**src/rtl/csi2_pkt_ctrl.sv**
```systemverilog
// CSI-2 packet sequencer: parses headers, forwards long-packet payload with byte keeps,
// and re-arms the PHY aligner. Optional header ECC check: CSI2_PKT_CTRL_ECC_CHECK_EN.
module csi2_pkt_ctrl #(
  parameter logic [15:0] MAX_WC         = 16'd4096,
  parameter int          TIMEOUT_CYCLES = 1024,
  parameter logic [7:0]  SHORT_DT_MAX   = 8'h0F
) (
  input  logic        clk_i,
  input  logic        rst_n_i,
  input  logic        enable_i,
  input  logic [31:0] data_i,
  input  logic        valid_i,
  output logic        phy_enable_o,
  output logic        wait_for_sync_o,
  output logic        pkt_done_o,
  output logic        hdr_valid_o,
  output logic [7:0]  hdr_data_id_o,
  output logic [15:0] hdr_wc_o,
  output logic [31:0] pl_data_o,
  output logic [3:0]  pl_keep_o,
  output logic        pl_valid_o,
  output logic        pl_last_o,
  output logic        err_wc_o,
  output logic        err_timeout_o,
  output logic        err_ecc_o
);
  localparam int IDLE_W = $clog2(TIMEOUT_CYCLES + 1);

  typedef enum logic [1:0] {S_DISABLED, S_SYNC_WAIT, S_PAYLOAD} state_t;

  state_t            r_state;
  logic [16:0]       r_bytes_left;
  logic [16:0]       r_words_left;
  logic [IDLE_W-1:0] r_idle;
  logic              r_last_sent;
  logic              r_phy_enable, r_wait_for_sync, r_pkt_done, r_hdr_valid;
  logic [7:0]        r_hdr_di;
  logic [15:0]       r_hdr_wc;
  logic [31:0]       r_pl_data;
  logic [3:0]        r_pl_keep;
  logic              r_pl_valid, r_pl_last, r_err_wc, r_err_timeout;

  logic [5:0]  w_dt;
  logic [15:0] w_wc;
  logic        w_short, w_wc_bad, w_idle_hit, w_last_beat;
  logic [16:0] w_words;
  logic [2:0]  w_take;
  logic [3:0]  w_keep;

  assign w_dt     = data_i[5:0];
  assign w_wc     = data_i[23:8];
  assign w_short  = ({2'b00, w_dt} <= SHORT_DT_MAX);
  assign w_wc_bad = (w_wc == 16'd0) || (w_wc > MAX_WC);
  // ceil((WC + 2) / 4): payload plus the two CRC bytes
  assign w_words  = ({1'b0, w_wc} + 17'd5) >> 2;
  assign w_take   = (r_bytes_left >= 17'd4) ? 3'd4 : r_bytes_left[2:0];
  assign w_last_beat = (r_bytes_left != 17'd0) && (r_bytes_left <= 17'd4);
  assign w_idle_hit  = (r_idle == IDLE_W'(TIMEOUT_CYCLES - 1));

  always_comb begin
    w_keep = 4'h0;
    case (w_take)
      3'd1:    w_keep = 4'h1;
      3'd2:    w_keep = 4'h3;
      3'd3:    w_keep = 4'h7;
      3'd4:    w_keep = 4'hF;
      default: w_keep = 4'h0;
    endcase
  end

`ifdef CSI2_PKT_CTRL_ECC_CHECK_EN
  localparam logic [23:0] ECC_M0 = 24'hF12CB7;
  localparam logic [23:0] ECC_M1 = 24'hF2555B;
  localparam logic [23:0] ECC_M2 = 24'h749A6D;
  localparam logic [23:0] ECC_M3 = 24'hB8E38E;
  localparam logic [23:0] ECC_M4 = 24'hDF03F0;
  localparam logic [23:0] ECC_M5 = 24'hEFFC00;
  logic [5:0] w_ecc_calc;
  logic       w_ecc_ok;
  logic       r_err_ecc;
  assign w_ecc_calc = {^(data_i[23:0] & ECC_M5), ^(data_i[23:0] & ECC_M4),
                       ^(data_i[23:0] & ECC_M3), ^(data_i[23:0] & ECC_M2),
                       ^(data_i[23:0] & ECC_M1), ^(data_i[23:0] & ECC_M0)};
  assign w_ecc_ok   = (w_ecc_calc == data_i[29:24]) && (data_i[31:30] == 2'b00);
  assign err_ecc_o  = r_err_ecc;
`else
  assign err_ecc_o  = 1'b0;
`endif

  always_ff @(posedge clk_i or negedge rst_n_i) begin
    if (!rst_n_i) begin
      r_state         <= S_DISABLED;
      r_bytes_left    <= '0;
      r_words_left    <= '0;
      r_idle          <= '0;
      r_last_sent     <= 1'b0;
      r_phy_enable    <= 1'b0;
      r_wait_for_sync <= 1'b1;
      r_pkt_done      <= 1'b0;
      r_hdr_valid     <= 1'b0;
      r_hdr_di        <= '0;
      r_hdr_wc        <= '0;
      r_pl_data       <= '0;
      r_pl_keep       <= '0;
      r_pl_valid      <= 1'b0;
      r_pl_last       <= 1'b0;
      r_err_wc        <= 1'b0;
      r_err_timeout   <= 1'b0;
`ifdef CSI2_PKT_CTRL_ECC_CHECK_EN
      r_err_ecc       <= 1'b0;
`endif
    end else begin
      r_pkt_done    <= 1'b0;
      r_hdr_valid   <= 1'b0;
      r_pl_valid    <= 1'b0;
      r_pl_last     <= 1'b0;
      r_pl_keep     <= 4'h0;
      r_err_wc      <= 1'b0;
      r_err_timeout <= 1'b0;
`ifdef CSI2_PKT_CTRL_ECC_CHECK_EN
      r_err_ecc     <= 1'b0;
`endif
      if (!enable_i) begin
        // disable wins over a coincident beat; an open packet is closed with an abort beat
        if (r_state == S_PAYLOAD && !r_last_sent) begin
          r_pl_valid <= 1'b1;
          r_pl_last  <= 1'b1;
          r_pl_data  <= '0;
        end
        r_state         <= S_DISABLED;
        r_phy_enable    <= 1'b0;
        r_wait_for_sync <= 1'b1;
        r_idle          <= '0;
      end else begin
        case (r_state)
          S_DISABLED: begin
            r_state      <= S_SYNC_WAIT;
            r_phy_enable <= 1'b1;
            r_idle       <= '0;
          end
          S_SYNC_WAIT: begin
            if (valid_i) begin
`ifdef CSI2_PKT_CTRL_ECC_CHECK_EN
              if (!w_ecc_ok) begin
                r_err_ecc  <= 1'b1;
                r_pkt_done <= 1'b1;
              end else
`endif
              begin
                r_hdr_valid <= 1'b1;
                r_hdr_di    <= data_i[7:0];
                r_hdr_wc    <= w_wc;
                if (w_short) begin
                  r_pkt_done <= 1'b1;
                end else if (w_wc_bad) begin
                  r_err_wc   <= 1'b1;
                  r_pkt_done <= 1'b1;
                end else begin
                  r_bytes_left    <= {1'b0, w_wc};
                  r_words_left    <= w_words;
                  r_last_sent     <= 1'b0;
                  r_idle          <= '0;
                  r_state         <= S_PAYLOAD;
                  r_wait_for_sync <= 1'b0;
                end
              end
            end
          end
          S_PAYLOAD: begin
            if (valid_i) begin
              r_idle       <= '0;
              r_pl_data    <= data_i;
              r_pl_keep    <= w_keep;
              r_pl_valid   <= |w_keep;
              r_pl_last    <= w_last_beat;
              r_bytes_left <= r_bytes_left - {14'd0, w_take};
              r_words_left <= r_words_left - 17'd1;
              if (w_last_beat) r_last_sent <= 1'b1;
              if (r_words_left == 17'd1) begin
                r_pkt_done      <= 1'b1;
                r_wait_for_sync <= 1'b1;
                r_state         <= S_SYNC_WAIT;
              end
            end else if (w_idle_hit) begin
              r_err_timeout   <= 1'b1;
              r_pkt_done      <= 1'b1;
              r_wait_for_sync <= 1'b1;
              r_state         <= S_SYNC_WAIT;
              r_idle          <= '0;
              if (!r_last_sent) begin
                r_pl_valid <= 1'b1;
                r_pl_last  <= 1'b1;
                r_pl_data  <= '0;
              end
            end else begin
              r_idle <= r_idle + 1'b1;
            end
          end
          default: r_state <= S_DISABLED;
        endcase
      end
    end
  end

  assign phy_enable_o    = r_phy_enable;
  assign wait_for_sync_o = r_wait_for_sync;
  assign pkt_done_o      = r_pkt_done;
  assign hdr_valid_o     = r_hdr_valid;
  assign hdr_data_id_o   = r_hdr_di;
  assign hdr_wc_o        = r_hdr_wc;
  assign pl_data_o       = r_pl_data;
  assign pl_keep_o       = r_pl_keep;
  assign pl_valid_o      = r_pl_valid;
  assign pl_last_o       = r_pl_last;
  assign err_wc_o        = r_err_wc;
  assign err_timeout_o   = r_err_timeout;
endmodule

```
**config.mk**
```make
export PLATFORM = sky130hd
export DESIGN_NAME = csi2_pkt_ctrl
export DESIGN_NICKNAME = d
export VERILOG_FILES = /design/src/rtl/csi2_pkt_ctrl.sv
export SDC_FILE = /design/constraint.sdc
export NUM_CORES = 1
export LEC_CHECK = 0
export CAP_MARGIN = 20
export CORE_ASPECT_RATIO = 0.7
export CORE_MARGIN = 2
export CORE_UTILIZATION = 58
export DETAILED_ROUTE_END_ITERATION = 7
export GPL_TIMING_DRIVEN = 1
export PLACE_DENSITY = 0.86
export SYNTH_ARGS = -nofsm -noshare
export SYNTH_HDL_FRONTEND = slang
export SYNTH_SLANG_ARGS = --single-unit
```
**constraint.sdc**
```tcl
create_clock -name clk_i -period 5.7 [get_ports clk_i]
set_input_delay 1.14 -clock clk_i [delete_from_list [all_inputs] [get_ports clk_i]]
set_output_delay 1.14 -clock clk_i [all_outputs]
set_load 0.005 [all_outputs]
```
==> results of run 1 <==
-- stage by stage --
step | setup WS [ps] | total power [mW]
floorplan | 2831 | 2.097
global placement | 1652 | 2.782
detailed placement | 1598 | 2.842
CTS | 2041 | 3.954
global route | 1956 | 4.187
finish | 2090 | 3.979
-- logic make-up after synthesis --
group	Yosys count	synth area share [%]
and+or+nand+nor	245	21.10
muxes	24	4.153
DFF	116	45.47
xor gates and xnor gates	8	1.097
AOI/OAI and AO/OA	192	20.39
buffers and inverters	90	6.111
other	2	0.1176
adders and majority gates	8	1.567
-- final cells by class --
class / instances / share of cell area, %
clock buffer: 17 / 5.284
clock inverter: 15 / 2.113
inverter: 47 / 2.191
multi-input combinational: 479 / 38.45
sequential: 116 / 36.07
tap: 153 / 2.378
timing repair buffer: 111 / 13.52
-- worst paths after layout --
check                             start  slack, ps              end  cells after the start
max                          data_i[19]       2090  r_bytes_left[6]                      6
max reg2reg                  r_state[0]       2180  r_bytes_left[7]                      8
max in group asynchronous       rst_n_i       3670    pl_data_o[16]                      2
min                        phy_enable_o        490     phy_enable_o                      1
min in group asynchronous       rst_n_i        830        r_idle[1]                      1
min reg2reg                phy_enable_o        490     phy_enable_o                      1
-- sequential cells by signal, indices dropped and copies added, names as in the netlist --
register         count
r_idle              11
hdr_wc_o            16
err_wc_o             1
r_bytes_left        17
pl_keep_o            4
pl_last_o            1
r_words_left        17
pkt_done_o           1
pl_valid_o           1
r_state              2
err_timeout_o        1
hdr_valid_o          1
r_last_sent          1
phy_enable_o         1
pl_data_o           32
hdr_data_id_o        8
wait_for_sync_o      1
-- report_power, final --
part	switching [mW]	total [mW]	leakage (nW)	internal (mW)
Sequential	0.303	1.45	1.42	1.14
Clock	0.428	1.08	0.293	0.656
Combinational	0.719	1.45	1.51	0.730
-- placed cells by master, fill, tap and decap left out, types with 5 or more instances in the layout --
cell type                           n
sky130_fd_sc_hd__a211oi_1           6
sky130_fd_sc_hd__a21oi_1           20
sky130_fd_sc_hd__a2bb2oi_1          5
sky130_fd_sc_hd__a31oi_1           11
sky130_fd_sc_hd__and3_1             5
sky130_fd_sc_hd__buf_4              9
sky130_fd_sc_hd__clkbuf_16         17
sky130_fd_sc_hd__clkdlybuf4s50_1  102
sky130_fd_sc_hd__dfrtp_1          115
sky130_fd_sc_hd__ha_1               7
sky130_fd_sc_hd__inv_1             46
sky130_fd_sc_hd__inv_6              5
sky130_fd_sc_hd__mux2_2            20
sky130_fd_sc_hd__nand2_1           47
sky130_fd_sc_hd__nand2b_1           5
sky130_fd_sc_hd__nand3_1           60
sky130_fd_sc_hd__nand4_1            8
sky130_fd_sc_hd__nor2_1            40
sky130_fd_sc_hd__nor3_1            18
sky130_fd_sc_hd__nor4_1            11
sky130_fd_sc_hd__o211ai_1          14
sky130_fd_sc_hd__o21ai_0           76
sky130_fd_sc_hd__o31ai_1            9
sky130_fd_sc_hd__or3_1              7
sky130_fd_sc_hd__or4_1             11
sky130_fd_sc_hd__xnor2_1            6
-- worst max-delay path, delay by kind of cell --
kind	cells	cell delay [ps]
compound gates	3	1100
simple gates	2	1040
buf+inv	1	620
-- metal layers --
layer	up-vias	track usage (%)	wire, µm
li1	2699	-	-
met3	47	12.08	2193
met4	0	13.17	485
met2	406	47.15	8338
met1	2976	47.98	8146
met5	-	0	0
==> impl_metrics.yaml, run 1 <==
status:
  status: "complete, no violations"
sta:
  finalMaxSlewViolations: 0
  max-slew-margin-rel_pct: 30.12
  fmaxAchievable_mhz: 277.0
  grt_setup_unrepaired: "no"
  worst_hold_margin_ps: 486.9
  layout_worst_path_cycle_share_pct: 63.33
  report.final.hold_viol_count: 0
  final.min_clock_period_ps: 3610
  setup_violations: 0
  final.setup_skew_ps: 6.613
  worst_slew_pin_slew_ps: 1039
  tns_ps: 0
worst_setup_path:
  stage_delay_of_the_slowest_cell_on_the_critical_path_ps: 620
  critPathSlowestCell: "sky130_fd_sc_hd__clkdlybuf4s50_1"
  cp_max_fo: 21
  critPathKind: "in -> reg"
  worstPathCellList: "clkdlybuf4s50_1, nor4_4, a31o_4, a41o_2, nand2_1, a221o_1"
  critPathLaunchType: "input pin"
  crit_path_end_kind: "register"
  critical_path_required_ps: 6000
  cp_data_arrival_time_ps: 3910
final_layout:
  syn2layout_area_growth_pct: 26.05
  multi_input_comb_area_um2: 3095
  layout.area.seq_um2: 2904
  num-fill-cells: 764
  final_nets: 816
  final_core_utilization_pct: 73.93
  post-route-cell-area_um2: 8051
  stdcell_count: 938
  layout-drive-gt1-share_pct: 10.83
  diodes_inserted: 0
logic_synthesis:
  synth-seq-cells: 116
  post_synth_main_area_contributors: "sky130_fd_sc_hd__dfrtp_1 (45%), sky130_fd_sc_hd__o21ai_0 (6.0%), sky130_fd_sc_hd__nand3_1 (4.7%), sky130_fd_sc_hd__mux2_2 (3.5%), sky130_fd_sc_hd__nand2_1 (2.8%)"
  synth-main-ff-cell: "sky130_fd_sc_hd__dfrtp_1"
  syn-num-nets: 729
  netlist_top_cells_count: "sky130_fd_sc_hd__dfrtp_1 (115), sky130_fd_sc_hd__o21ai_0 (76), sky130_fd_sc_hd__nand3_1 (60), sky130_fd_sc_hd__nand2_1 (47), sky130_fd_sc_hd__inv_1 (46)"
  syn-cell-area_um2: 6387
  ys_seq_area_share_pct: 45.47
  netlist_instances: 685
  yosys_warnings: 0
  synth_edf_count: 0
  synth_cell_type_count: 78
  yosysTopAreaCell: "sky130_fd_sc_hd__dfrtp_1"
  synth_top_area_share_pct: 45.05
  yosysMostFrequentCell: "sky130_fd_sc_hd__dfrtp_1"
  avgSynthCellArea_um2: 9.325
  synthArstFlopShare_pct: 100.0
power:
  total_leakage_power_nw: 3.215
  power_per_cell_area_nw_per_um2: 494.2
  power.ir.vdd_worst_uv: 301.9
route:
  remaining_antenna_violation_count_after_routing: 0
  drt_iter0_markers: 803
  detail_route.wl_per_cell_um: 20.43
  final_wirelength_mm: 19.16
  drt_pre_antenna_iters: 7
  detailroute.via_count: 6128
  avgViaCountPerCell: 6.533
  drc: 0
clocking:
  tritoncts: "built"
  cts-buffers-inserted: 17
  clock_insertion_delay_worst_skew_ps: 420
  cts_root_buffer: "sky130_fd_sc_hd__clkbuf_16"
  clk_pin_slew_worst_paths_ps: 60
  postCtsResizedCells: 0
  postCtsSetupRepairBufs: 0
  cts_htree_levels: 4
  clock-sinks: 116
  hold_buffers: 0
  clockBufferDepth: 2
die:
  ioPinCount: 105
  fp-row-count: 32
  floorplan.die.height_um: 91.80
  start_util_pct: 58.65
  fp.dieArea_um2: 11880
  total_core_area_um2: 10890
  die_w_um: 129.4
placed_design:
  buffer_ports.inserted: 103
  dpl-instance-area_um2: 7448
  place_inst: 905
  hpwlAfterDp_mm: 12.72
  gp_routability_congestion: 0.9332
grt:
  gr-total-overflow: 0
  grt.total_usage_pct: 33.76
  largest_net_degree_at_the_start_of_global_routing: 71
  via_count_of_the_first_global_routing_pass: 5847
  grt_antenna_before_repair: 0
  global_route_wire_length_before_repair_mm: 30.85
worst_hold_path:
  worst_hold_class: "reg -> reg"
job:
  max_cap_viols: 0
Note: power is estimated with default switching activity, not from simulation.
==> run 2, diff against run 1 <==
- CORE_UTILIZATION: 58 -> 49
- PLACE_DENSITY: 0.86 -> 0.77
- clock period: 5.7 -> 3.3 ns (I/O delays scaled with it)
==> run 2 against run 1 <==
  * Clock skew grew 11 ps
  * Clock power is 68% higher
  * Register-to-register slack worse by 2000 ps
  * Die area increased by 18%
  * First-iteration DRC count down 18%
  * Critical endpoint is now r_bytes_left[8]
  * Largest cell class unchanged
==> impl_metrics.yaml, run 2 (synthesized netlist as in run 1, its figures left out) <==
clocking:
  postCtsSetupRepairBufs: 0
  clk_pin_slew_worst_paths_ps: 60
  tritoncts: "built"
  clock-sinks: 116
  cts_root_buffer: "sky130_fd_sc_hd__clkbuf_16"
  postCtsResizedCells: 0
  cts-buffers-inserted: 17
  clockBufferDepth: 2
  hold_buffers: 0
  clock_insertion_delay_worst_skew_ps: 420
  cts_htree_levels: 4
worst_setup_path:
  regToRegStartpoint: "r_bytes_left[7]"
  critical_path_required_ps: 3600
  cp_data_arrival_time_ps: 3370
  critPathKind: "reg -> reg"
  critPathLaunchType: "register"
  crit_path_end_kind: "register"
  cp_max_fo: 10
  critical_path.startpoint: "r_bytes_left[7]"
grt:
  global_route_wire_length_before_repair_mm: 32.11
  met2_usage_pct: 44.49
  grt.total_usage_pct: 29.49
  global_route.usage.met3_pct: 8.474
  global_route.usage.met1_pct: 42.45
  via_count_of_the_first_global_routing_pass: 5882
  top_usage_layer: "met2"
  grt_antenna_before_repair: 0
  largest_net_degree_at_the_start_of_global_routing: 56
  gr-total-overflow: 0
die:
  start_util_pct: 50.73
  floorplan.die.height_um: 99.53
  fp-row-count: 34
  ioPinCount: 105
  total_core_area_um2: 12590
  die_w_um: 140.5
  fp.dieArea_um2: 13980
final_layout:
  layout-drive-gt1-share_pct: 15.03
  syn2layout_area_growth_pct: 30.89
  stdcell_count: 987
  num-fill-cells: 1015
  final_nets: 857
  diodes_inserted: 0
  commonest_non_fill_non_tap_cells_in_the_layout: "sky130_fd_sc_hd__dfrtp_1 (115), sky130_fd_sc_hd__clkdlybuf4s50_1 (102), sky130_fd_sc_hd__o21ai_0 (76)"
  layout.cells.most_common: "sky130_fd_sc_hd__dfrtp_1"
  post-route-cell-area_um2: 8361
  largest_register_ffs: 32
sta:
  timing.final.ws_setup_ps: 227.9
  setup_violations: 0
  final.min_clock_period_ps: 3072
  final.setup_skew_ps: 17.38
  fmaxAchievable_mhz: 325.5
  layout_worst_path_cycle_share_pct: 93.09
  tns_ps: 0
  grt_setup_unrepaired: "no"
  max-slew-margin-rel_pct: 41.26
  worst_slew_pin_slew_ps: 873.0
  report.final.hold_viol_count: 0
  finalMaxSlewViolations: 0
power:
  power_mw: 6.910
  power.ir.vdd_worst_uv: 534.8
  total_leakage_power_nw: 3.398
  power_per_cell_area_nw_per_um2: 826.5
status:
  status: "complete, no violations"
route:
  avgViaCountPerCell: 6.184
  detail_route.wl_per_cell_um: 20.35
  final_wirelength_mm: 20.08
  detailroute.via_count: 6104
  drc: 0
  drt_pre_antenna_iters: 5
  remaining_antenna_violation_count_after_routing: 0
  drt_iter0_markers: 658
placed_design:
  hpwlAfterDp_mm: 14.37
  buffer_ports.inserted: 103
  dp_slack_ps: 252.8
  dpl-instance-area_um2: 7787
  gp_routability_congestion: 0.9178
  place_inst: 956
worst_hold_path:
  worst_hold_class: "in -> async"
job:
  max_cap_viols: 0
run 2: area by class of cell:
class                   count  area (µm²)  area share, %
clock inverters            12       130.1          1.556
inverters                  47       176.4          2.110
repair buffers            152        1409          16.85
well taps                 162       202.7          2.424
flip-flops and latches    116        2904          34.74
multi-input cells         479        3095          37.02
clock buffers              19       442.9          5.298
run 2: power by group:
part	switching, mW	internal, mW	leakage [nW]
Combinational	1.28	1.37	1.71
Clock	0.685	1.13	0.268
Sequential	0.474	1.98	1.42
run 2: per-layer routing:
metal,up-vias,part of all wire [%]
li1,2785,-
met2,302,44
met4,0,1.0
met5,-,0
met1,2996,46
met3,21,8.8
run 2: per-stage QoR:
| step | util (%) | hold WS [ps] |
|---|---|---|
| after global placement | 61.84 | 467.4 |
| after floorplan | - | 364.4 |
| after CTS | 66.40 | 322.2 |
| after detailed placement | 61.84 | 475.5 |
| final | 66.40 | 291.6 |
| after global routing | 66.40 | 346.7 |
run 2: final timing paths:
kind / endpoint / slack (ps) / cells after the start
hold reg to reg: hdr_wc_o[12] / 500 / 2
max in group asynchronous: wait_for_sync_o / 2110 / 2
min in group clk_i: hdr_wc_o[12] / 500 / 2
setup reg to reg: r_bytes_left[8] / 230 / 10
setup / recovery: r_bytes_left[8] / 230 / 10
hold / removal: hdr_data_id_o[5] / 290 / 1
run 2: worst max-delay path: stages (launching register included):
cell and delay (ps):
sky130_fd_sc_hd__dfrtp_1 470, sky130_fd_sc_hd__or4_4 550, sky130_fd_sc_hd__nor3_2 220, sky130_fd_sc_hd__nand3_1 160
sky130_fd_sc_hd__nand2_1 120, sky130_fd_sc_hd__ha_1 190, sky130_fd_sc_hd__inv_1 110, sky130_fd_sc_hd__or4_1 460
sky130_fd_sc_hd__o311ai_0 340, sky130_fd_sc_hd__a31oi_1 140, sky130_fd_sc_hd__o22a_1 190
==> run 3, diff against run 2 <==
- CORE_UTILIZATION: 49 -> 35
- PLACE_DENSITY: 0.77 -> default
- SETUP_SLACK_MARGIN: default -> 0.15
==> run 3 against run 2 <==
  * Clock-buffer cell count rose by 2
  * First-iteration DRC count fell by 23%
  * Clock power rose by 12%
  * Power rose by 3.0%
  * Die area rose by 39%
  * Worst setup slack improved by 96 ps
  * Critical endpoint unchanged
  * Largest cell class unchanged
==> impl_metrics.yaml, run 3 (synthesized netlist as in run 1, its figures left out) <==
final_layout:
  commonest_non_fill_non_tap_cells_in_the_layout: "sky130_fd_sc_hd__dfrtp_1 (115), sky130_fd_sc_hd__clkdlybuf4s50_1 (102), sky130_fd_sc_hd__o21ai_0 (76)"
  final_nets: 853
  layout-drive-gt1-share_pct: 14.72
  syn2layout_area_growth_pct: 32.95
  num-fill-cells: 1678
  largest_register_ffs: 32
  diodes_inserted: 0
  layout.cells.most_common: "sky130_fd_sc_hd__dfrtp_1"
grt:
  global_route_wire_length_before_repair_mm: 33.12
  via_count_of_the_first_global_routing_pass: 5793
  grt.total_usage_pct: 22.52
  grt_antenna_before_repair: 0
  largest_net_degree_at_the_start_of_global_routing: 67
  gr-total-overflow: 0
power:
  power_per_cell_area_nw_per_um2: 838.0
  power.ir.vdd_worst_uv: 489.7
  total_leakage_power_nw: 3.413
worst_setup_path:
  critPathKind: "reg -> reg"
  timing.critical_path.to: "r_bytes_left[8]"
  stage_delay_of_the_slowest_cell_on_the_critical_path_ps: 590
  regToRegStartpoint: "r_bytes_left[9]"
  cp_max_fo: 6
  worstPathCellList: "or4_4, nor3_2, nand3_2, nand2_1, ha_1, inv_1, or4_1, o311ai_0, a31oi_1, o22a_1"
  worst_flop_to_flop_path_endpoint: "r_bytes_left[8]"
  reg2reg_slack_ps: 320
  critical_path_required_ps: 3610
  cp_num_buf_inv: 1
  critPathTopFamily: "simple AND/OR/NAND/NOR gates"
  cp_data_arrival_time_ps: 3280
  critical_path.startpoint: "r_bytes_left[9]"
  crit_cells: 10
  worst-r2r-cell-count: 10
  crit_path_end_kind: "register"
  critPathLaunchType: "register"
  critPathSlowestCell: "sky130_fd_sc_hd__or4_4"
die:
  start_util_pct: 35.57
  total_core_area_um2: 17950
  die_w_um: 165.5
  floorplan.die.height_um: 117.0
  fp-row-count: 41
  ioPinCount: 105
  fp.dieArea_um2: 19360
route:
  drt_iter0_markers: 509
  detail_route.wl_per_cell_um: 19.48
  drt_pre_antenna_iters: 7
  drc: 0
  remaining_antenna_violation_count_after_routing: 0
  detailroute.via_count: 5978
  final_wirelength_mm: 20.61
  avgViaCountPerCell: 5.650
clocking:
  cts_htree_levels: 4
  clock-sinks: 116
  clock_insertion_delay_worst_skew_ps: 420
  tritoncts: "built"
  cts-buffers-inserted: 17
  clk_pin_slew_worst_paths_ps: 60
  clockBufferDepth: 2
  cts_root_buffer: "sky130_fd_sc_hd__clkbuf_16"
placed_design:
  hpwlAfterDp_mm: 14.66
  dp_slack_ps: 176.1
  gp_routability_congestion: 0.9388
  buffer_ports.inserted: 103
sta:
  worst_hold_margin_ps: 137.1
  final.setup_skew_ps: 7.835
  layout_worst_path_cycle_share_pct: 90.18
  worst_slew_pin_slew_ps: 1041
  report.final.hold_viol_count: 0
  tns_ps: 0
  setup_violations: 0
  finalMaxSlewViolations: 0
  final.min_clock_period_ps: 2976
  max-slew-margin-rel_pct: 30.62
  timing.final.ws_setup_ps: 324.2
  fmaxAchievable_mhz: 336.0
  grt_setup_unrepaired: "no"
status:
  status: "complete, no violations"
worst_hold_path:
  worst_hold_class: "in -> async"
job:
  max_cap_viols: 0
## run 3: changes by cell type in the layout (fill, tap and decap cells not counted), sizes merged
cell | before | now
clkbuf | 19 | 21
buf | 50 | 46
bufinv | 2 | 4
inv | 48 | 46
clkinvlp | 5 | 1
clkinv | 4 | 7
## run 3: area by class of cell
type / count / area (µm²) / area share, %
Clock inverter: 11 / 176.4 / 2.077
Timing Repair Buffer: 148 / 1379 / 16.24
Multi-Input combinational cell: 479 / 3100 / 36.51
Tap cell: 236 / 295.3 / 3.477
Clock buffer: 21 / 460.4 / 5.422
Inverter: 47 / 176.4 / 2.077
Sequential cell: 116 / 2904 / 34.20
## run 3: repair_timing
item | in CTS | in global routing
gates resized for setup | 0 | 1
endpoints found under the setup margin | 0 | 1
hold buffers | 0 | 0
setup buffers | 0 | 0
## run 3: power by group
part	internal [mW]	total, mW	leakage, nW	switching (mW)
logic	1.36	2.65	1.69	1.29
clock network	1.31	2.02	0.307	0.711
registers	1.98	2.45	1.42	0.473
total	4.64	7.12	3.41	2.48
## run 3: worst min-delay path by stage
stage                 startpoint            end  slack [ps]  cells after the start
CTS                      rst_n_i   phy_enable_o         140                      1
finish                   rst_n_i      r_idle[9]         140                      1
detailed placement   hdr_wc_o[9]    hdr_wc_o[9]         480                      2
floorplan                rst_n_i  err_timeout_o         360                      0
global placement    hdr_wc_o[10]   hdr_wc_o[10]         470                      2
global route             rst_n_i      r_idle[7]         150                      1
## run 3: layer usage
| layer | GRT usage, % | vias to the layer above | share of wire, % |
|---|---|---|---|
| met3 | 9.302 | 20 | 11 |
| met1 | 32.66 | 2912 | 47 |
| met5 | 0 | - | 0 |
| li1 | - | 2773 | - |
| met4 | 5.575 | 0 | 1.1 |
| met2 | 30.95 | 273 | 40 |
## run 3: worst reg2reg max path, stage by stage, from the launching register on
cell and delay (ps):
sky130_fd_sc_hd__dfrtp_1 430, sky130_fd_sc_hd__or4_4 590, sky130_fd_sc_hd__nor3_2 240, sky130_fd_sc_hd__nand3_2 150, sky130_fd_sc_hd__nand2_1 100, sky130_fd_sc_hd__ha_1 180, sky130_fd_sc_hd__inv_1 90, sky130_fd_sc_hd__or4_1 440
sky130_fd_sc_hd__o311ai_0 320, sky130_fd_sc_hd__a31oi_1 130, sky130_fd_sc_hd__o22a_1 190
## run 3: stage by stage
step / cells / power, mW / utilization, % / instance area (µm²)
6_report: 1058 / 7.116 / 47.30 / 8492
5_1_grt: 1058 / 7.544 / 47.30 / 8492
4_1_cts: 1058 / 7.111 / 47.27 / 8487
3_5_place_dp: 1026 / 5.059 / 43.72 / 7850
3_3_place_gp: 1026 / 5.007 / 43.72 / 7850
2_1_floorplan: 685 / 3.623 / - / 6387
